`src/rtl/aes256_ctr_sequencer.sv`:
```
// AES-256 CTR job sequencer.
//
// Sequences one encryption job through an external CTR datapath. Each job loads
// the key and nonce, streams 4*nblocks plaintext words into the datapath input
// FIFO, and moves result words from the datapath output FIFO to the sink. At most
// one result word is in flight between the datapath and the sink.
//
// Ports:
//   clock, reset           single clock, asynchronous active-high reset
//   start, abort, nblocks  job control; nblocks is latched when start is accepted
//   src_valid/src_data/src_ready   plaintext word source handshake
//   snk_valid/snk_data/snk_ready   result word sink handshake
//   dp_setkey, dp_setnonce         key/nonce load strobes (LOAD cycle)
//   dp_run                         datapath run enable
//   dp_wren/dp_datain              datapath input-word FIFO write
//   dp_rden/dp_dataout             datapath output-word FIFO read (data one cycle later)
//   dp_inwordfull, dp_inblockempty, dp_outblockfull, dp_outwordempty  datapath FIFO flags
//   dp_clear                       datapath flush strobe after an abort
//   busy, done, words_out          job status and delivered-word count
module aes256_ctr_sequencer #(
    parameter int unsigned WSIZE = 32,
    parameter int unsigned NBW   = 16
) (
    input  logic             clock,
    input  logic             reset,
    input  logic             start,
    input  logic             abort,
    input  logic [NBW-1:0]   nblocks,
    input  logic             src_valid,
    input  logic [WSIZE-1:0] src_data,
    output logic             src_ready,
    output logic             snk_valid,
    output logic [WSIZE-1:0] snk_data,
    input  logic             snk_ready,
    output logic             dp_setkey,
    output logic             dp_setnonce,
    output logic             dp_run,
    output logic             dp_wren,
    output logic [WSIZE-1:0] dp_datain,
    output logic             dp_rden,
    input  logic [WSIZE-1:0] dp_dataout,
    input  logic             dp_inwordfull,
    input  logic             dp_inblockempty,
    input  logic             dp_outblockfull,
    input  logic             dp_outwordempty,
    output logic             dp_clear,
    output logic             busy,
    output logic             done,
    output logic [NBW+1:0]   words_out
);

    localparam int unsigned CW = NBW + 2;

    typedef enum logic [2:0] {
        StIdle,
        StLoad,
        StStream,
        StDrain,
        StDone
    } state_e;

    state_e          state_q;
    logic [CW-1:0]   total_q;
    logic [CW-1:0]   words_in_q;
    logic [CW-1:0]   words_out_q;
    logic            rd_pend_q;
    logic            snk_valid_q;
    logic [WSIZE-1:0] snk_data_q;
    logic            setkey_q;
    logic            clear_q;
    logic            busy_q;
    logic            done_q;

    logic            accept;
    logic            kill;
    logic            active;
    logic            in_last;
    logic [CW-1:0]   out_claimed;

    assign accept = (state_q == StIdle) & start & ~abort;
    assign kill   = (state_q != StIdle) & abort;
    assign active = (state_q == StStream) | (state_q == StDrain);

    assign src_ready = (state_q == StStream) & ~dp_inwordfull & (words_in_q < total_q);
    assign dp_wren   = src_valid & src_ready;
    assign dp_datain = src_data;
    assign dp_run    = active & ~dp_inblockempty & ~dp_outblockfull;

    // Words already delivered plus the one being fetched; never read past the job end.
    assign out_claimed = words_out_q + CW'(rd_pend_q);
    assign dp_rden     = active & ~dp_outwordempty & ~rd_pend_q & ~snk_valid_q &
                         (out_claimed < total_q);

    assign in_last = dp_wren & ((words_in_q + CW'(1)) == total_q);

    assign snk_valid   = snk_valid_q;
    assign snk_data    = snk_data_q;
    assign dp_setkey   = setkey_q;
    assign dp_setnonce = setkey_q;
    assign dp_clear    = clear_q;
    assign busy        = busy_q;
    assign done        = done_q;
    assign words_out   = words_out_q;

    // Control FSM with registered strobes.
    always_ff @(posedge clock or posedge reset) begin
        if (reset) begin
            state_q  <= StIdle;
            total_q  <= '0;
            setkey_q <= 1'b0;
            clear_q  <= 1'b0;
            busy_q   <= 1'b0;
            done_q   <= 1'b0;
        end else begin
            setkey_q <= 1'b0;
            clear_q  <= 1'b0;
            done_q   <= 1'b0;
            if (kill) begin
                state_q <= StIdle;
                busy_q  <= 1'b0;
                clear_q <= 1'b1;
            end else begin
                case (state_q)
                    StIdle: begin
                        if (accept) begin
                            state_q  <= StLoad;
                            total_q  <= {nblocks, 2'b00};
                            busy_q   <= 1'b1;
                            setkey_q <= 1'b1;
                        end
                    end
                    StLoad: begin
                        if (total_q == '0) begin
                            state_q <= StDone;
                            done_q  <= 1'b1;
                        end else begin
                            state_q <= StStream;
                        end
                    end
                    StStream: begin
                        if (in_last) begin
                            state_q <= StDrain;
                        end
                    end
                    StDrain: begin
                        if ((words_out_q == total_q) && !snk_valid_q) begin
                            state_q <= StDone;
                            done_q  <= 1'b1;
                        end
                    end
                    StDone: begin
                        state_q <= StIdle;
                        busy_q  <= 1'b0;
                    end
                    default: begin
                        state_q <= StIdle;
                        busy_q  <= 1'b0;
                    end
                endcase
            end
        end
    end

    // Word counters and the single-entry output stage.
    always_ff @(posedge clock or posedge reset) begin
        if (reset) begin
            words_in_q  <= '0;
            words_out_q <= '0;
            rd_pend_q   <= 1'b0;
            snk_valid_q <= 1'b0;
            snk_data_q  <= '0;
        end else if (accept) begin
            words_in_q  <= '0;
            words_out_q <= '0;
            rd_pend_q   <= 1'b0;
            snk_valid_q <= 1'b0;
        end else if (kill) begin
            rd_pend_q   <= 1'b0;
            snk_valid_q <= 1'b0;
        end else begin
            if (dp_wren) begin
                words_in_q <= words_in_q + CW'(1);
            end
            if (snk_valid_q && snk_ready) begin
                snk_valid_q <= 1'b0;
                words_out_q <= words_out_q + CW'(1);
            end
            // dp_dataout is valid the cycle after dp_rden; snk_valid is known low here.
            if (rd_pend_q) begin
                snk_data_q  <= dp_dataout;
                snk_valid_q <= 1'b1;
                rd_pend_q   <= 1'b0;
            end else if (dp_rden) begin
                rd_pend_q <= 1'b1;
            end
        end
    end

endmodule

```
`config.mk`:
```
export PLATFORM = sky130hd
export DESIGN_NAME = aes256_ctr_sequencer
export DESIGN_NICKNAME = d
export VERILOG_FILES = /design/src/rtl/aes256_ctr_sequencer.sv
export SDC_FILE = /design/constraint.sdc
export NUM_CORES = 1
export LEC_CHECK = 0
export BUFFER_PORTS_ARGS = -buffer_cell sky130_fd_sc_hd__clkbuf_2
export CAP_MARGIN = 5
export CORE_MARGIN = 5
export CORE_UTILIZATION = 45
export CTS_CLUSTER_DIAMETER = 50
export CTS_CLUSTER_SIZE = 40
export DETAILED_ROUTE_END_ITERATION = 6
export PLACE_DENSITY = 0.74
export SYNTH_ARGS = -nofsm -noshare
export SYNTH_HDL_FRONTEND = slang
export SYNTH_SLANG_ARGS = --single-unit
```
`constraint.sdc`:
```
create_clock -name clock -period 2.7 [get_ports clock]
set_input_delay 0.27 -clock clock [delete_from_list [all_inputs] [get_ports clock]]
set_output_delay 0.27 -clock clock [all_outputs]
set_load 0.01 [all_outputs]
```
==> impl_metrics.toml <==
[final_layout]
antennaDiodeCount = 0
areaGrowthSynthToFinish_pct = 26.8
design_area_sq_um = 7720
instances_no_fill = 995
nets = 939
final_layout_size_suffix_gt1_share_pct = 34.3

[global_route]
antenna_found_initial = 0
grt_pass1_wl_microns = 27500
grt_util_all_layers_pct = 21.1
overflow = 0
grt_start_max_net_pins = 45
grt_pass1_vias = 5294

[routing]
detail_route.iter0.violations = 388
wl_per_cell_microns = 17.3
wirelength_microns = 17200
antenna_left = 0
viasPerCell = 5.55
vias = 5525
drc = 0
drt-pass1-iter-count = 5

[clock_network]
cts.path.max_buffers = 2
cts_tree = "yes"
clock_latency_ns = 0.35
numCtsBuffers = 9
path_clk_slew_ns = 0.07
htreeDepth = 3
clock_sinks = 93
cts-root-buf = "clkbuf_16"

[place]
dp_hpwl_microns = 13100
routabilityCongestion = 0.928
pre_cts_slack_ns = -0.0930
placed_cell_area_sq_um = 7170
port_buffers = 117
dpl.cell_count = 963

[yosys]
synth-main-ff-cell = "dfrtp_1"
synth_top_area_cell = "dfrtp_1"
ys_top_cells_by_count = "93 x dfrtp_1, 62 x nand2_1, 43 x xnor2_1"
synth_seq_cells = 93
synth_cell_types = 58
synth_edf_count = 0
syn_area_per_cell_sq_um = 9.29
yosys-top-cells-area = "dfrtp_1 38%, ha_1 7.0%, xnor2_1 6.2%"
yosysSeqAreaShare_pct = 38.2
synth_fp_nets = 780
yosysTopAreaCellShare_pct = 38.2
syn_area_sq_um = 6090
synth.most_common_cell = "dfrtp_1"
yosysWarnings = 0
synthArstFlopShare_pct = 100
synth_cells = 656

[sta]
hold_viol = 0
max_slew_margin_pct = 48.9
layout_min_cycle_time_ns = 3.16
skew_ns = 0.00597
final.period_utilization_pct = 117
maxSlewViolCount = 0
grt_setup_unrepaired = "yes"
worst_slew_pin_slew_ns = 0.766
worst_slack_ns = -0.455
setup_violations = 2
max_freq_ghz = 0.317

[critical_path]
cp_max_fo = 3
end_kind = "output port"
cpMostUsedCell = "nand4_1"
cp-start-kind = "flip-flop"
cpMaxStageDelayCell = "dfrtp_1"
critPathMaxStageDelay_ns = 0.35
path_class = "reg2out"
crit_chain = "and4_1 > and3_4 > nand4_1 > nor2_2 > nand4_1 > xnor2_1 > ha_1 > a21oi_2 > nand3_1 > a21oi_1 > o21ai_1 > a31oi_2 > buf_2"
arrival_ns = 2.89
r2r-start = "words_out[5]"
r2r_slack_ns = 0
worstRegToRegCells = 14
critPathRequiredTime_ns = 2.43
worst_r2r_endpoint = "rd_pend_q"

[floorplan]
core-area_sq_um = 13200
dieArea_sq_um = 16000
design.portCount = 182
die_h_microns = 126
die_w_microns = 126
rows = 42
initial_core_util_pct = 46.0

[worst_hold_path]
hold_class = "in2async"

[power_and_ir_drop]
sw_frac_of_total_pct = 38.0
pwr-share-clk_pct = 20.3
p_leak_nw = 3.71
seqPwrFrac_pct = 33.9
internal_power_mw = 3.84
power_mw = 6.19
power_switching_mw = 2.35
power.density_nw_per_um2 = 802
ir_worst_vdd_v = 0.000371
power_frac_comb_pct = 45.8

[outcome]
violations = "negative setup slack"
status = "finished with violations"

[run]
maxCapViolations = 0
==> area by class of cell <==
type,instances,area [sq um]
fillers,1125,5520
well taps,176,220
clock inverters,4,48.8
clock buffers,11,243
repair buffers,217,1370
multi-input cells,463,3400
flip-flops and latches,93,2330
inverters,31,118
==> how the worst max path moves through the flow <==
stage / slack [ns] / from / endpoint / cells after the start
floorplan: -0.06 / words_out[6] / dp_rden / 13
global placement: 0.04 / words_out[4] / dp_rden / 13
detailed placement: -0.09 / words_out[8] / dp_rden / 13
CTS: -0.41 / words_out[5] / dp_rden / 13
global route: -0.58 / words_out[5] / dp_rden / 13
finish: -0.46 / words_out[5] / dp_rden / 13
==> critical path, delay by kind of cell, from the launching register on <==
family,cells,cell delay [ns]
adders and majority gates,1,0.34
and+or+nand+nor,6,0.92
xor gates and xnor gates,1,0.16
buffers and inverters,1,0.17
AOI/OAI and AO/OA,4,0.60
DFF,1,0.35
==> logic make-up after synthesis <==
kind of cell | Yosys count | share of synthesized area, %
adder cells (fa/ha/maj) | 34 | 6.98
XOR/XNOR | 60 | 8.63
buffers and inverters | 100 | 8.44
AO/OA/AOI/OAI | 122 | 12.5
flip-flops | 93 | 38.2
AND/OR/NAND/NOR | 206 | 17.8
multiplexers | 41 | 7.41
==> stage by stage <==
step | hold WS, ns | utilization, % | setup TNS [ns]
after global placement | 0.408 | 54.1 | 0
after global routing | 0.0798 | 58.3 | -1.08
after CTS | 0.0357 | 56.6 | -0.408
final | 0.0192 | 58.3 | -0.458
after floorplan | 0.375 | - | -0.0682
after detailed placement | 0.409 | 54.1 | -0.0930
==> power by group through the flow <==
stage,combinational [mW],sequential (mW),clock (mW)
after detailed placement,2.66,2.11,0
after global routing,3.09,2.16,1.34
after global placement,2.61,2.09,0
after floorplan,1.42,2.25,0
after CTS,2.68,2.09,1.28
final,2.84,2.10,1.26
==> layout by cell type, fill, tap and decap left out, drive strengths merged, types with 30 or more instances in the layout <==
cell type  netlist  final
ha              34     34
dfrtp           93     93
inv             31     30
xnor2           43     43
o21ai           46     46
nor2            39     39
buf             46    101
clkbuf          23    127
mux2            33     33
nand2           62     62
==> per-layer routing <==
metal  vias to the layer above  global-route usage [%]  wire length [microns]
met2                       246                    31.7                   7610
met1                      2653                    30.3                   7750
met5                         -                       0                      0
met3                        50                    4.37                   1400
met4                         0                    7.38                    429
li1                       2576                       -                      -
==> what timing repair did <==
| action | CTS | global route |
|---|---|---|
| pin swaps | 8 | 6 |
| gates resized for setup | 4 | 30 |
| hold buffers | 0 | 0 |
| setup endpoints to repair | 7 | 23 |
| buffers inserted | 4 | 12 |
| gates cloned | 0 | 1 |
==> state kept, by name, summed over array words and instances (netlist names) <==
signal,count
words_in_q,18
busy,1
dp_clear,1
snk_valid,1
rd_pend_q,1
done,1
dp_setkey,1
state_q,3
words_out,18
total_q,16
snk_data,32
(Power assumes the default switching activity.)
